### config.mk
export PLATFORM = sky130hd
export DESIGN_NAME = aes_data_out_drain
export DESIGN_NICKNAME = d
export VERILOG_FILES = /design/src/rtl/aes_data_out_drain.sv
export SDC_FILE = /design/constraint.sdc
export NUM_CORES = 1
export LEC_CHECK = 0
export CORE_UTILIZATION = 53
export CTS_CLUSTER_SIZE = 24
export DETAILED_ROUTE_END_ITERATION = 10
export GPL_TIMING_DRIVEN = 0
export PLACE_DENSITY = 0.8
export SYNTH_ARGS = -nofsm -noshare
export SYNTH_HDL_FRONTEND = slang
export SYNTH_SLANG_ARGS = --single-unit
### constraint.sdc
create_clock -name clk_i -period 8.7 [get_ports clk_i]
set_clock_uncertainty 0.15 [all_clocks]
set_input_delay 1.74 -clock clk_i [delete_from_list [all_inputs] [get_ports clk_i]]
set_output_delay 1.74 -clock clk_i [all_outputs]
set_load 0.02 [all_outputs]
### src/rtl/aes_data_out_drain.sv
// aes_data_out_drain
// Captures finished 128-bit AES output blocks, strobes the core's DATA_OUT
// registers to release them, buffers the blocks in a small FIFO and streams
// them out as four 32-bit words per block over valid/ready with a last flag.
module aes_data_out_drain #(
    parameter int Depth = 2
) (
    input  logic                       clk_i,
    input  logic                       rst_ni,
    input  logic                       clear_i,
    input  logic                       out_valid_i,
    input  logic [127:0]               data_out_i,
    output logic [3:0]                 data_out_re_o,
    output logic [31:0]                tdata_o,
    output logic                       tvalid_o,
    output logic                       tlast_o,
    input  logic                       tready_i,
    output logic [$clog2(Depth+1)-1:0] level_o,
    output logic                       full_o
);

    localparam int AW = (Depth > 1) ? $clog2(Depth) : 1;
    localparam int LW = $clog2(Depth + 1);

    // WAIT holds off a second capture until the core's status drops, since
    // output_valid lags the read strobes by a cycle.
    typedef enum logic {
        IDLE,
        WAIT
    } state_e;

    state_e          state_q, state_d;
    logic [127:0]    mem [Depth];
    logic [AW-1:0]   wr_ptr_q, rd_ptr_q;
    logic [1:0]      wcnt_q;
    logic [LW-1:0]   level_q;
    logic [127:0]    head_block;
    logic            push, pop, xfer;

    // Status outputs come straight from the block counter; full is judged on
    // the registered level, so a push at full is refused even during a pop.
    assign level_o  = level_q;
    assign full_o   = (level_q == LW'(Depth));
    assign tvalid_o = (level_q != '0);
    assign xfer     = tvalid_o && tready_i;
    assign pop      = xfer && (wcnt_q == 2'd3);

    // Stream word selection; data is forced to zero while nothing is held so
    // the unreset storage never leaks onto the bus.
    assign head_block = mem[rd_ptr_q];
    assign tdata_o    = tvalid_o ? head_block[{wcnt_q, 5'd0} +: 32] : 32'h0;
    assign tlast_o    = tvalid_o && (wcnt_q == 2'd3);

    // Capture FSM next-state and strobe decode.
    always_comb begin
        // NOTE: every output of this block gets a default first, so no path
        // leaves a signal unassigned and no latch is inferred.
        state_d       = state_q;
        push          = 1'b0;
        data_out_re_o = 4'b0000;
        if (clear_i) begin
            state_d = IDLE;
        end else begin
            unique case (state_q)
                IDLE: begin
                    // rst_ni gates the strobe so it stays low while reset is held.
                    if (rst_ni && out_valid_i && !full_o) begin
                        push          = 1'b1;
                        data_out_re_o = 4'b1111;
                        state_d       = WAIT;
                    end
                end
                WAIT: begin
                    if (!out_valid_i) state_d = IDLE;
                end
                default: state_d = IDLE;
            endcase
        end
    end

    // Control state: FSM, pointers, word counter and block level.
    always_ff @(posedge clk_i or negedge rst_ni) begin
        // NOTE: sequential state uses non-blocking assignments so every
        // register samples pre-edge values regardless of statement order.
        if (!rst_ni) begin
            state_q  <= IDLE;
            wr_ptr_q <= '0;
            rd_ptr_q <= '0;
            wcnt_q   <= 2'd0;
            level_q  <= '0;
        end else if (clear_i) begin
            state_q  <= IDLE;
            wr_ptr_q <= '0;
            rd_ptr_q <= '0;
            wcnt_q   <= 2'd0;
            level_q  <= '0;
        end else begin
            state_q <= state_d;
            if (push) wr_ptr_q <= wr_ptr_q + 1'b1;
            if (pop)  rd_ptr_q <= rd_ptr_q + 1'b1;
            if (xfer) wcnt_q   <= wcnt_q + 2'd1;
            unique case ({push, pop})
                2'b10:   level_q <= level_q + 1'b1;
                2'b01:   level_q <= level_q - 1'b1;
                default: level_q <= level_q;
            endcase
        end
    end

    // Block storage written on capture.
    always_ff @(posedge clk_i) begin
        // NOTE: the data array has no reset; validity is tracked entirely by
        // the reset control state, so clearing the payload buys nothing.
        if (push) mem[wr_ptr_q] <= data_out_i;
    end

endmodule
==> flow_metrics.py, run 1 <==
metrics = {
    "clocking": {
        "path_clk_slew_ns": 0.06,
        "cts_root_buf": "clkbuf_16",
        "insertion_delay_ns": 0.51,
        "cts_setup_buffers": 0,
        "clock_sinks": 263,
        "tritoncts": "yes",
        "numCtsBuffers": 27,
        "ctsResizeCount": 0,
        "ctsHoldBuffers": 0,
        "cts_buffer_depth": 3,
        "htreeDepth": 1,
    },
    "critical_path": {
        "cp_top_family": "buffers and inverters",
        "cp_max_fo": 6,
        "worstSetupStartpointType": "input pin",
        "crit_buf_inv": 3,
        "crit_required_ns": 6.81,
        "worst_setup_path_end_kind": "output pin",
        "worstPathArrival_ns": 3.64,
        "cp_slowest_cell": "clkdlybuf4s50_1",
        "cp_common_cell": "clkdlybuf4s50_1",
        "cp_slowest_stage_delay_ns": 0.60,
        "rr_worst_depth": 5,
        "worstSetupPathType": "input pin to output pin",
        "path_depth": 5,
        "crit_chain": "clkdlybuf4s50_1 > nor3b_1 > and3_1 > buf_4 > clkdlybuf4s50_1",
    },
    "die": {
        "die_w_um": 142,
        "coreArea_um2": 18900,
        "fp.dieArea_um2": 20000,
        "ioPinCount": 174,
        "die_h_um": 142,
        "initial_core_util_pct": 54.6,
        "rows": 50,
    },
    "drt": {
        "drcViolationCount": 0,
        "routedWlPerCell_um": 21.3,
        "routed_wl_um": 22300,
        "num_vias": 5798,
        "firstDrtPassIters": 5,
        "drt_iter0_markers": 321,
        "viasPerCell": 5.54,
        "ant_nets": 0,
    },
    "logic_synthesis": {
        "synth-edff-count": 256,
        "syn_inst": 563,
        "async_flop_share_pct": 2.66,
        "syn_area_per_cell_um2": 18.3,
        "netlist_top_cells_area": "edfxtp_1 75%, mux2_1 7.6%, mux2_2 6.3%",
        "ys_ff_latch": 263,
        "synthesis.area_um2": 10300,
        "synth.net_count": 697,
        "synth_top_area_share_pct": 74.5,
        "yosysTopAreaCell": "edfxtp_1",
        "yosysSeqAreaShare_pct": 76.2,
        "ys_types": 32,
        "yosys_warnings": 0,
        "ys.flop_type": "edfxtp_1",
    },
    "grt": {
        "grt_first_pass_wirelength_um": 33900,
        "first_global_vias": 6282,
        "grt_max_degree": 66,
        "antenna_found_initial": 1,
        "grt_use_total_pct": 22.4,
        "overflow": 0,
    },
    "power": {
        "power_density_nw_per_um2": 203,
        "peakVddDrop_mv": 0.180,
        "power.leakage_nw": 4.37,
    },
    "layout": {
        "fill_cells": 1198,
        "final_util_pct": 70.7,
        "register_area_um2": 7860,
        "drive_gt1_share_pct": 15.8,
        "multiInputGateArea_um2": 2250,
        "fin_nets": 903,
        "area_delta_synth_final_pct": 29.4,
    },
    "job": {
        "drv_cap": 0,
    },
    "sta": {
        "min_period_over_period_pct": 63.5,
        "tns_ns": 0,
        "period_minus_slack_ns": 5.53,
        "setup_viol": 0,
        "maxSlewViolCount": 0,
        "rsz0062_at_grt": "no",
        "maxSlewHeadroom_pct": 38.9,
        "hold_viol": 0,
        "fmax_mhz": 181,
        "holdWs_ns": 0.459,
        "tightestPinTransition_ns": 0.917,
    },
    "worst_hold_path": {
        "hold_path_depth": 2,
        "min_path_type": "register to register",
    },
    "placed_design": {
        "place_hpwl_um": 14800,
        "gp_congestion": 0.785,
        "io_buffers": 172,
    },
    "outcome": {
        "outcome": "completed",
    },
}
cells in the final DEF (no fill, tap or decap), drive strengths merged, types with 3 or more instances in the layout:
master         netlist  final
edfxtp             256    256
clkdlybuf4s50        0    172
mux2               128    128
o22ai               64     64
clkbuf              14     46
nor3                33     33
buf                 21     26
clkinv               0      9
dfrtp                7      7
a21oi                6      6
nand2b               4      4
o21ai                4      4
bufinv               0      4
nand2                3      3
final timing paths:
kind / start / end / slack [ns]
min: wcnt_q[1] / wcnt_q[1] / 0.46
min reg2reg: wcnt_q[1] / wcnt_q[1] / 0.46
max: out_valid_i / data_out_re_o[2] / 3.17
max reg2reg: state_q / mem[0][110] / 5.94
max in group asynchronous: rst_ni / wcnt_q[0] / 6.68
min in group asynchronous: rst_ni / state_q / 1.40
area by class of cell:
| type | instances | area share [%] |
|---|---|---|
| Clock buffer | 32 | 5.20 |
| Timing Repair Buffer | 177 | 13.8 |
| Tap cell | 260 | 2.44 |
| Buffer | 35 | 1.52 |
| Inverter | 2 | 0.0562 |
| Sequential cell | 263 | 58.9 |
| Multi-Input combinational cell | 263 | 16.9 |
| Antenna cell | 1 | 0.0187 |
| Clock inverter | 14 | 1.26 |
tightest hold or removal path, delay by kind of cell, from the launching register on:
| family | cells | cell delay, ns |
|---|---|---|
| compound gates | 1 | 0.06 |
| simple gates | 1 | 0.08 |
| flops | 1 | 0.43 |
report_power, final:
part           leakage (nW)  internal (mW)  total [mW]  switching (mW)
clock network         0.421          0.683        1.12           0.441
registers              2.42           1.42        1.43         0.00681
logic                  1.53         0.0923       0.168          0.0761
cell usage after synthesis, drive strengths merged (2+ instances only):
| cell | count |
|---|---|
| o21ai | 4 |
| o22ai | 64 |
| edfxtp | 256 |
| nor2 | 2 |
| and2 | 2 |
| nand3b | 2 |
| nand2 | 3 |
| mux2 | 128 |
| inv | 2 |
| a21oi | 6 |
| nor3 | 33 |
| nor3b | 2 |
| clkbuf | 14 |
| nand2b | 4 |
| or3 | 2 |
| buf | 21 |
| dfrtp | 7 |
kinds of logic after synthesis:
family                   after synthesis  share of synthesized area, %
adder cells (fa/ha/maj)                1                         0.121
flip-flops                           263                          76.2
buffers and inverters                 37                          2.04
AND/OR/NAND/NOR                       56                          2.97
AO/OA/AOI/OAI                         77                          4.61
XOR/XNOR                               1                        0.0849
multiplexers                         128                          14.0
sequential cells by signal, indices dropped and copies added, names as in the netlist:
| name | flops |
|---|---|
| mem | 256 |
| level_o | 2 |
| wcnt_q | 2 |
| rd_ptr_q | 1 |
| state_q | 1 |
| wr_ptr_q | 1 |
through the flow:
stage          worst slack (ns)  instance area (um^2)  total power, mW  std cells
3_5_place_dp               3.19                 12500             1.62       1000
6_report                   3.17                 13400             2.72       1047
5_1_grt                    3.12                 13400             2.80       1046
2_1_floorplan              2.31                 10300             1.51        563
4_1_cts                    3.18                 13400             2.74       1046
3_3_place_gp              0.464                 12400             1.61        995
metal layers:
| layer | wire, um | up-vias | track usage, % |
|---|---|---|---|
| met5 | 0 | - | 0 |
| met4 | 534 | 0 | 6.79 |
| met3 | 1330 | 35 | 4.49 |
| met2 | 11600 | 181 | 40.1 |
| met1 | 8790 | 2907 | 27.6 |
| li1 | - | 2675 | - |
No activity file was read; power rests on OpenSTA's default activity.
==> run 2: changes to the inputs <==
==> constraint.sdc (replaced) <==
create_clock -name clk_i -period 5.44 [get_ports clk_i]
set_clock_uncertainty 0.15 [all_clocks]
set_input_delay 1.088 -clock clk_i [delete_from_list [all_inputs] [get_ports clk_i]]
set_output_delay 1.088 -clock clk_i [all_outputs]
set_load 0.02 [all_outputs]
==> run 2 against run 1 <==
  * Final cell count rose by 0.19%
  * Non-clock buffer count did not move
  * Die area did not move
  * Worst setup slack got worse by 2.0 ns
  * Routed wire length fell by 0.63%
  * Register-to-register slack got worse by 3.2 ns
  * Sequential share of layout area fell by 0.082 points
  * Hold slack got worse by 0.0014 ns
  * Combinational power rose by 60%
  * Total power rose by 61%
  * Critical path type unchanged
  * Largest cell class unchanged
  * Highest routed layer is now met5
==> flow_metrics.py, run 2 (synthesis results as in run 1) <==
metrics = {
    "placed_design": {
        "io_buffers": 172,
        "place_hpwl_um": 14700,
        "gp_congestion": 0.782,
        "placed_cell_area_um2": 12500,
    },
    "sta": {
        "hold_viol": 0,
        "period_minus_slack_ns": 4.22,
        "fmax_mhz": 237,
        "setup_viol": 0,
        "rsz0062_at_grt": "no",
        "holdWs_ns": 0.458,
        "tightestPinTransition_ns": 0.960,
        "maxSlewViolCount": 0,
        "tns_ns": 0,
        "maxSlewHeadroom_pct": 36.0,
        "min_period_over_period_pct": 77.6,
    },
    "clocking": {
        "clock_sinks": 263,
        "ctsResizeCount": 0,
        "insertion_delay_ns": 0.51,
        "cts_root_buf": "clkbuf_16",
        "ctsHoldBuffers": 0,
        "path_clk_slew_ns": 0.06,
        "numCtsBuffers": 26,
        "cts_setup_buffers": 0,
        "tritoncts": "yes",
        "cts_buffer_depth": 3,
        "htreeDepth": 1,
    },
    "grt": {
        "grt_first_pass_wirelength_um": 33400,
        "grt_max_degree": 67,
        "overflow": 0,
        "antenna_found_initial": 2,
        "first_global_vias": 6248,
        "grt_use_total_pct": 22.2,
    },
    "die": {
        "fp.dieArea_um2": 20000,
        "die_h_um": 142,
        "coreArea_um2": 18900,
        "ioPinCount": 174,
        "die_w_um": 142,
        "rows": 50,
        "initial_core_util_pct": 54.6,
    },
    "critical_path": {
        "cp_slowest_cell": "clkdlybuf4s50_1",
        "path_depth": 4,
        "cp_max_fo": 12,
        "cp_top_family": "buffers and inverters",
        "crit_chain": "clkdlybuf4s50_1 > and3_1 > buf_4 > clkdlybuf4s50_1",
        "worst_setup_path_end_kind": "output pin",
        "worstPathArrival_ns": 2.99,
        "worstSetupPathType": "input pin to output pin",
        "crit_buf_inv": 3,
        "rr_worst_depth": 4,
        "worstSetupStartpointType": "input pin",
        "cp_common_cell": "clkdlybuf4s50_1",
        "cp_slowest_stage_delay_ns": 0.77,
        "crit_required_ns": 4.20,
    },
    "drt": {
        "routedWlPerCell_um": 21.1,
        "routed_wl_um": 22100,
        "drcViolationCount": 0,
        "drt_iter0_markers": 446,
        "viasPerCell": 5.54,
        "num_vias": 5814,
        "ant_nets": 0,
        "firstDrtPassIters": 5,
    },
    "power": {
        "power.leakage_nw": 4.38,
        "peakVddDrop_mv": 0.287,
        "power_density_nw_per_um2": 327,
        "power_mw": 4.37,
    },
    "worst_hold_path": {
        "hold_path_depth": 2,
        "min_path_type": "register to register",
    },
    "layout": {
        "drive_gt1_share_pct": 16.0,
        "largest_reg_flops": 256,
        "fin_nets": 902,
        "layout_commonest_cell": "edfxtp_1",
        "most-common-layout-cells": "256 x edfxtp_1, 172 x clkdlybuf4s50_1, 70 x mux2_1, 64 x o22ai_1, 58 x mux2_2",
        "fill_cells": 1246,
        "regMostFlops": "mem",
        "design_area_um2": 13400,
        "area_delta_synth_final_pct": 29.6,
    },
    "job": {
        "drv_cap": 0,
    },
    "outcome": {
        "outcome": "completed",
    },
}
[run 2: changes by cell type in the layout (fill, tap and decap cells not counted)]
cell	delta
clkinv_2	+1
clkinv_1	-2
clkbuf_1	+2
clkbuf_8	+1
[run 2: per-layer routing]
metal  vias to the layer above  GRT usage [%]  share of wire [%]
met5                         -              0              0.059
li1                       2685              -                  -
met3                        35           4.96                6.9
met2                       182           40.2                 52
met1                      2910           26.5                 38
met4                         2           6.73                2.1
[run 2: path summary, 6_finish.rpt]
| check | startpoint | endpoint | slack [ns] |
|---|---|---|---|
| max | rst_ni | data_out_re_o[0] | 1.22 |
| min | wcnt_q[1] | wcnt_q[1] | 0.46 |
| max reg2reg | level_o[0] | mem[1][77] | 2.71 |
| min reg2reg | wcnt_q[1] | wcnt_q[1] | 0.46 |
| max in group asynchronous | rst_ni | wcnt_q[1] | 4.06 |
| min in group asynchronous | rst_ni | rd_ptr_q | 0.76 |
[run 2: power breakdown]
| group | leakage [nW] | switching (mW) | internal [mW] |
|---|---|---|---|
| Clock | 0.431 | 0.709 | 1.11 |
| Combinational | 1.53 | 0.121 | 0.148 |
| Sequential | 2.42 | 0.0107 | 2.27 |
[run 2: worst reg2reg max path, delay by kind of cell, from the launching register on]
family        cells  cell delay (ns)
simple gates      3             1.36
flops             1             0.46
buf+inv           1             0.37
[run 2: final cells by class]
cell class | instances | area (um^2) | share of cell area, %
Antenna cell | 1 | 2.50 | 0.0187
Buffer | 35 | 203 | 1.52
Clock buffer | 35 | 716 | 5.35
Clock inverter | 13 | 165 | 1.24
Inverter | 2 | 7.51 | 0.0561
Multi-Input combinational cell | 263 | 2250 | 16.9
Sequential cell | 263 | 7860 | 58.8
Tap cell | 260 | 325 | 2.43
Timing Repair Buffer | 177 | 1840 | 13.7
[run 2: stage by stage]
stage / utilization [%] / std cells / worst slack (ns)
after floorplan: - / 563 / 0.0294
after global placement: 65.5 / 995 / -1.71
after detailed placement: 66.1 / 1000 / 1.23
after CTS: 70.8 / 1048 / 1.21
after global routing: 70.8 / 1048 / 1.11
final: 70.8 / 1049 / 1.22
